--- src/rtl/i2c_pkg.sv ---
`default_nettype none
// ============================================================================
//  Module      : i2c_pkg
//  Description : Command codes, FSM state encoding and byte-counter width
//                shared by the I2C register-burst sequencer.
//  Revision    : 1.0 - initial release
// ============================================================================
package i2c_pkg;

    localparam int c_cnt_w = 3;

    // Command codes understood by the byte-level I2C master core
    localparam logic [2:0] c_cmd_start     = 3'd0;
    localparam logic [2:0] c_cmd_write     = 3'd1;
    localparam logic [2:0] c_cmd_read_ack  = 3'd2;
    localparam logic [2:0] c_cmd_read_nack = 3'd3;
    localparam logic [2:0] c_cmd_stop      = 3'd4;

    typedef enum logic [3:0] {
        ST_IDLE   = 4'd0,
        ST_START  = 4'd1,
        ST_ADDR   = 4'd2,
        ST_PTR    = 4'd3,
        ST_DATA   = 4'd4,
        ST_STOP   = 4'd5,
        ST_FINISH = 4'd6,
        ST_RSTART = 4'd7,
        ST_RADDR  = 4'd8,
        ST_RDATA  = 4'd9
    } state_t;

endpackage
`default_nettype wire

--- src/rtl/i2c_reg_seq.sv ---
`default_nettype none
// ============================================================================
//  Module      : i2c_reg_seq
//  Description : Sequences START / address / pointer / data bytes / STOP
//                commands into a byte-level I2C master core. Defining
//                I2C_READBACK_EN adds a repeated-START readback-verify pass.
//  Revision    : 1.0 - initial release
// ============================================================================
module i2c_reg_seq
    import i2c_pkg::*;
#(
    parameter int         NUM_REGS = 4,
    parameter logic [7:0] BASE_REG = 8'h00
) (
    input  logic                  clk,
    input  logic                  reset,
    input  logic                  start,
    input  logic [6:0]            slv_addr,
    input  logic [8*NUM_REGS-1:0] wr_data,
    output logic                  busy,
    output logic                  done,
    output logic                  nack_err,
    output logic                  cmd_valid,
    input  logic                  cmd_ready,
    output logic [2:0]            cmd,
    output logic [7:0]            tx_data,
    input  logic                  rsp_valid,
    input  logic                  rx_ack,
    input  logic [7:0]            rx_data
`ifdef I2C_READBACK_EN
    ,
    output logic                  mismatch
`endif
);

    localparam logic [c_cnt_w-1:0] c_last = c_cnt_w'(NUM_REGS - 1);

    state_t                r_state;
    logic                  r_wait;
    logic                  r_err;
    logic [c_cnt_w-1:0]    r_cnt;
    logic [6:0]            r_addr;
    logic [8*NUM_REGS-1:0] r_data;

    logic [c_cnt_w-1:0]    w_cnt_inc;
    logic [63:0]           w_pad;
    logic [7:0]            w_byte_nxt;

    // Zero-padded to 64 bits so the 3-bit counter indexes bytes without width games
    assign w_cnt_inc  = r_cnt + c_cnt_w'(1);
    assign w_pad      = 64'(r_data);
    assign w_byte_nxt = w_pad[{w_cnt_inc, 3'b000} +: 8];

`ifdef I2C_READBACK_EN
    logic [7:0] w_byte_cur;
    assign w_byte_cur = w_pad[{r_cnt, 3'b000} +: 8];
`else
    logic w_unused_rx;
    assign w_unused_rx = ^rx_data;
`endif

    always_ff @(posedge clk) begin
        if (reset) begin
            r_state   <= ST_IDLE;
            r_wait    <= 1'b0;
            r_err     <= 1'b0;
            r_cnt     <= '0;
            r_addr    <= '0;
            r_data    <= '0;
            busy      <= 1'b0;
            done      <= 1'b0;
            nack_err  <= 1'b0;
            cmd_valid <= 1'b0;
            cmd       <= c_cmd_start;
            tx_data   <= 8'h00;
`ifdef I2C_READBACK_EN
            mismatch  <= 1'b0;
`endif
        end else begin
            done     <= 1'b0;
            nack_err <= 1'b0;
            case (r_state)
                ST_IDLE: begin
                    if (start) begin
                        r_addr    <= slv_addr;
                        r_data    <= wr_data;
                        r_err     <= 1'b0;
                        r_cnt     <= '0;
                        r_wait    <= 1'b0;
                        busy      <= 1'b1;
                        cmd_valid <= 1'b1;
                        cmd       <= c_cmd_start;
                        tx_data   <= 8'h00;
                        r_state   <= ST_START;
`ifdef I2C_READBACK_EN
                        mismatch  <= 1'b0;
`endif
                    end
                end
                ST_FINISH: begin
                    busy     <= 1'b0;
                    done     <= ~r_err;
                    nack_err <= r_err;
                    r_state  <= ST_IDLE;
                end
                default: begin
                    if (!r_wait) begin
                        if (cmd_ready) begin
                            cmd_valid <= 1'b0;
                            r_wait    <= 1'b1;
                        end
                    end else if (rsp_valid) begin
                        // Next command is registered here; STOP response overrides below
                        r_wait    <= 1'b0;
                        cmd_valid <= 1'b1;
                        tx_data   <= 8'h00;
                        case (r_state)
                            ST_START: begin
                                cmd     <= c_cmd_write;
                                tx_data <= {r_addr, 1'b0};
                                r_state <= ST_ADDR;
                            end
                            ST_ADDR: begin
                                if (rx_ack) begin
                                    r_err   <= 1'b1;
                                    cmd     <= c_cmd_stop;
                                    r_state <= ST_STOP;
                                end else begin
                                    cmd     <= c_cmd_write;
                                    tx_data <= BASE_REG;
                                    r_state <= ST_PTR;
                                end
                            end
                            ST_PTR: begin
                                if (rx_ack) begin
                                    r_err   <= 1'b1;
                                    cmd     <= c_cmd_stop;
                                    r_state <= ST_STOP;
                                end else begin
                                    r_cnt   <= '0;
                                    cmd     <= c_cmd_write;
                                    tx_data <= w_pad[7:0];
                                    r_state <= ST_DATA;
                                end
                            end
                            ST_DATA: begin
                                if (rx_ack) begin
                                    r_err   <= 1'b1;
                                    cmd     <= c_cmd_stop;
                                    r_state <= ST_STOP;
                                end else if (r_cnt == c_last) begin
`ifdef I2C_READBACK_EN
                                    r_cnt   <= '0;
                                    cmd     <= c_cmd_start;
                                    r_state <= ST_RSTART;
`else
                                    cmd     <= c_cmd_stop;
                                    r_state <= ST_STOP;
`endif
                                end else begin
                                    r_cnt   <= w_cnt_inc;
                                    cmd     <= c_cmd_write;
                                    tx_data <= w_byte_nxt;
                                end
                            end
`ifdef I2C_READBACK_EN
                            ST_RSTART: begin
                                cmd     <= c_cmd_write;
                                tx_data <= {r_addr, 1'b1};
                                r_state <= ST_RADDR;
                            end
                            ST_RADDR: begin
                                if (rx_ack) begin
                                    r_err   <= 1'b1;
                                    cmd     <= c_cmd_stop;
                                    r_state <= ST_STOP;
                                end else begin
                                    cmd     <= (c_last == '0) ? c_cmd_read_nack : c_cmd_read_ack;
                                    r_state <= ST_RDATA;
                                end
                            end
                            ST_RDATA: begin
                                if (rx_data != w_byte_cur) begin
                                    mismatch <= 1'b1;
                                end
                                if (r_cnt == c_last) begin
                                    cmd     <= c_cmd_stop;
                                    r_state <= ST_STOP;
                                end else begin
                                    r_cnt   <= w_cnt_inc;
                                    cmd     <= (w_cnt_inc == c_last) ? c_cmd_read_nack : c_cmd_read_ack;
                                end
                            end
`endif
                            ST_STOP: begin
                                cmd_valid <= 1'b0;
                                r_state   <= ST_FINISH;
                            end
                            default: begin
                                cmd_valid <= 1'b0;
                                r_state   <= ST_IDLE;
                            end
                        endcase
                    end
                end
            endcase
        end
    end

endmodule
`default_nettype wire

--- config.mk ---
export PLATFORM = sky130hd
export DESIGN_NAME = i2c_reg_seq
export DESIGN_NICKNAME = d
export VERILOG_FILES = /design/src/rtl/i2c_pkg.sv /design/src/rtl/i2c_reg_seq.sv
export SDC_FILE = /design/constraint.sdc
export NUM_CORES = 1
export LEC_CHECK = 0
export BUFFER_PORTS_ARGS = -buffer_cell sky130_fd_sc_hd__clkbuf_2
export CORE_ASPECT_RATIO = 1.25
export CORE_MARGIN = 4
export CORE_UTILIZATION = 57
export CTS_CLUSTER_SIZE = 16
export DETAILED_ROUTE_END_ITERATION = 12
export GPL_TIMING_DRIVEN = 0
export PLACE_DENSITY = 0.85
export SKIP_LAST_GASP = 1
export SYNTH_ARGS = -nofsm -noshare
export SYNTH_HDL_FRONTEND = slang
export SYNTH_SLANG_ARGS = --single-unit
--- constraint.sdc ---
create_clock -name clk -period 6.15 [get_ports clk]
set_clock_uncertainty 0.2 [all_clocks]
set_input_delay 0 -clock clk [delete_from_list [all_inputs] [get_ports clk]]
set_output_delay 0 -clock clk [all_outputs]
set_load 0.02 [all_outputs]
==> run summary <==
RUN STATUS
-------------------------------------------------------------------------------------------------
Status ............................................................................. complete, no violations

STA
-------------------------------------------------------------------------------------------------
Final-report max-slew violation count ..............................................            0
Max-slew headroom at the worst pin .................................................        25.6%
Peak clock frequency supported by timing ...........................................      342 MHz
Worst setup slack after layout .....................................................      3220 ps
Final Setup Violations .............................................................            0
Number of failing hold endpoints at the final stage ................................            0
RSZ-0062 raised after global routing ...............................................        false
Tmin final .........................................................................      2930 ps
Period utilisation layout ..........................................................        47.6%
Pin slew with the least headroom to its limit ......................................      1100 ps
Setup TNS ..........................................................................         0 ps

FINISH
-------------------------------------------------------------------------------------------------
Count of fill cells added during filler insertion ..................................          300
Relative area change from synthesis to final layout ................................        36.1%
Area taken by flip-flops and latches ...............................................     1220 µm²
N_diodes ...........................................................................            0
Post-layout net count ..............................................................          493
Final Core Density .................................................................        80.2%
Fraction of final layout cells sized beyond drive strength 1 .......................        20.5%
Area occupied by multi-input gates .................................................     1430 µm²

RUN
-------------------------------------------------------------------------------------------------
Count of max-cap constraint violations .............................................            0

WORST SETUP PATH
-------------------------------------------------------------------------------------------------
Cell type of the slowest stage on the worst timing path ............................ dlygate4sd3_1
Kind of start point of the critical path ...........................................     register
Origin of the critical flop-to-flop path ...........................................   r_state[1]
Worst path bufs/invs ...............................................................            4
Biggest cell delay along the critical path .........................................       550 ps
Kind of end point of the critical path .............................................     register
Number of cells on the worst reg-to-reg path .......................................            7
Cell seen most often among critical-path stages ....................................     clkbuf_1
Critical-path maximum fanout .......................................................           10
Worst-path cell chain .............................................................. clkbuf_1, clkbuf_1, clkbuf_1, mux2i_1, nor2_1, o31a_1, dlygate4sd3_1
Required time worst endpoint .......................................................      6180 ps
Kind of critical path ..............................................................   reg -> reg
Top delay family on crit path ...................................................... buffers and inverters
Worst Path Arrival .................................................................      2960 ps
Crit. Startpoint ...................................................................   r_state[1]
R2R setup slack ....................................................................      3220 ps
Cell count along the critical path .................................................            7

PLACEMENT
-------------------------------------------------------------------------------------------------
Setup slack after placement ........................................................      3540 ps
Count of buffers inserted at the top-level ports ...................................           57
Post-detail-place hpwl .............................................................      5560 µm
Gp weighted congestion .............................................................        0.989

YOSYS
-------------------------------------------------------------------------------------------------
Number of flops mapped to enable cells by yosys ....................................            0
Number of distinct library cell variants in the gate-level netlist after synthesis .           47
Netlist Area Pre-Place .............................................................     2790 µm²
FFs w/ async S/R, synth ............................................................           0%
Register bit count reported by yosys ...............................................           61
Top post-synthesis cells by area ................................................... dfxtp_1 (44%), nand2_1 (11%), a21oi_1 (9.7%)
Post-synthesis net count ...........................................................          383
Part of the Yosys area used for sequential elements ................................        43.8%
Per-instance average area after synthesis ..........................................     8.50 µm²
Most frequently used flop master after synthesis ...................................      dfxtp_1
Share of the synthesized area in the top cell type .................................        43.8%
Synthesis Warnings .................................................................            0
Largest area contributor in the synthesized netlist ................................      dfxtp_1
Synthesized instance count .........................................................          328

DRT
-------------------------------------------------------------------------------------------------
Total number of vias ...............................................................         3022
Wire length per cell ...............................................................      18.2 µm
Number of design-rule violations left by the first detailed-router iteration .......          375
Via density per instance ...........................................................         6.01
Final wirelength ...................................................................      9150 µm
Remaining routing DRC violations ...................................................            0
First-pass iteration count of the detailed router ..................................            5
Number of nets with antenna violations after routing ...............................            0

CTS
-------------------------------------------------------------------------------------------------
Post-CTS setup buffers .............................................................            0
Maximum clock path buffer count ....................................................            2
Clk_lat worst skew .................................................................       350 ps
Number of buffers created by CTS ...................................................            9
Clk pin slew, worst setup/hold paths ...............................................        70 ps
Clock root cell ....................................................................     clkbuf_8
H-tree depth reported by CTS .......................................................            3
Clock tree from TritonCTS ..........................................................          yes
Clk sink count .....................................................................           61

FLOORPLANNING
-------------------------------------------------------------------------------------------------
Floorplan Core Area ................................................................     4730 µm²
Die span in x ......................................................................      70.6 µm
Starting density of the core .......................................................        59.0%
Overall die height .................................................................      86.2 µm
Total die area .....................................................................     6080 µm²
Num ports ..........................................................................           68
Standard-cell row count ............................................................           28

GRT
-------------------------------------------------------------------------------------------------
First-pass GRT wire length .........................................................     14800 µm
Global route overflow ..............................................................            0
Maximum number of pins on one net before global-route repair .......................           11
Antenna violations before repair ...................................................            0
Global routing usage summed across all routing layers ..............................        31.6%
Via count of the first global-routing pass .........................................         3105

WORST HOLD PATH
-------------------------------------------------------------------------------------------------
Hold Crit Start ....................................................................       rx_ack
Depth of the worst hold-timing path ................................................            5
Kind of path behind the tightest hold check ........................................    in -> reg

POWER
-------------------------------------------------------------------------------------------------
IR Drop Worst-Case VDD .............................................................     0.210 mV
PwrDens ............................................................................   254 nW/µm²
Static power due to leakage ........................................................      1.47 nW
Power consumption ..................................................................     0.964 mW

-- worst reg2reg max path, stage by stage, from the launching register on --
cell,delay (ps)
dfxtp_1,310
clkbuf_1,330
clkbuf_1,360
clkbuf_1,450
mux2i_1,240
nor2_1,70
o31a_1,300
dlygate4sd3_1,550
-- flip-flops by register name, summed over array words and instances (netlist names) --
| register | count |
|---|---|
| done | 1 |
| cmd_valid | 1 |
| cmd | 2 |
| r_err | 1 |
| r_wait | 1 |
| busy | 1 |
| r_state | 3 |
| r_data | 32 |
| r_addr | 7 |
| r_cnt | 3 |
| nack_err | 1 |
| tx_data | 8 |
-- where the power goes --
group | internal (mW) | switching (mW)
sequential | 0.414 | 0.0125
clock | 0.249 | 0.159
combinational | 0.0601 | 0.0696
-- metal layers --
layer / part of all wire, % / global-route usage (%)
met5: 0 / 0
met1: 34 / 33.0
met2: 53 / 58.4
met3: 7.8 / 5.34
met4: 4.7 / 19.7
-- stage by stage --
stage	cells	cell area, µm²	hold slack [ps]
2_1_floorplan	328	2790	-64.0
3_3_place_gp	445	3150	23.8
3_5_place_dp	445	3150	28.6
4_1_cts	503	3790	20.3
5_1_grt	503	3790	80.5
6_report	503	3790	34.4
-- cells in the mapped netlist, types with 2 or more instances --
| library cell | instances |
|---|---|
| a211oi_1 | 2 |
| mux4_2 | 8 |
| clkbuf_1 | 24 |
| nor2b_1 | 2 |
| a221o_1 | 8 |
| or2_2 | 3 |
| nor4_1 | 2 |
| nand2_1 | 85 |
| nand3_1 | 2 |
| buf_1 | 2 |
| or4_1 | 2 |
| buf_6 | 2 |
| o21ai_0 | 4 |
| dfxtp_1 | 61 |
| nor3_1 | 4 |
| inv_1 | 2 |
| a311oi_1 | 2 |
| and4b_1 | 2 |
| nand2b_1 | 11 |
| nor4bb_1 | 2 |
| nand3b_1 | 8 |
| nor2_1 | 10 |
| a21oi_1 | 54 |
| ha_1 | 2 |
| a31oi_1 | 2 |
-- area by class of cell --
type | instances | share of cell area [%]
multi-input combinational | 236 | 37.8
sequential | 61 | 32.2
timing repair buffer | 99 | 18.6
clock buffer | 12 | 4.09
buffer | 29 | 3.36
tap | 60 | 1.98
clock inverter | 4 | 1.85
inverter | 2 | 0.198
-- final timing paths --
path | to
worst max register to register | r_state[0]
worst max-delay path | r_state[0]
worst min-delay path | r_state[2]
worst min register to register | r_data[8]
-- layout by cell type, fill, tap and decap left out, types with 8 or more instances in the layout --
cell type,instances
nand2_1,85
dfxtp_1,61
clkbuf_2,57
a21oi_1,54
dlygate4sd3_1,42
clkbuf_1,25
nand2b_1,11
clkbuf_8,11
nor2_1,10
mux4_2,8
nand3b_1,8
a221o_1,8
-- logic make-up after synthesis --
| group | synth area share, % |
|---|---|
| multiplexers | 7.22 |
| buffers and inverters | 4.85 |
| AO/OA/AOI/OAI | 17.5 |
| XOR/XNOR | 0.314 |
| adder cells (fa/ha/maj) | 1.26 |
| flip-flops | 43.8 |
| other | 0.134 |
| AND/OR/NAND/NOR | 25.0 |
-- timing repair --
action	CTS	global route
endpoints found under the hold margin	43	0
hold buffers	42	0
resized for setup	0	0
Note: power is estimated with default switching activity, not from simulation.
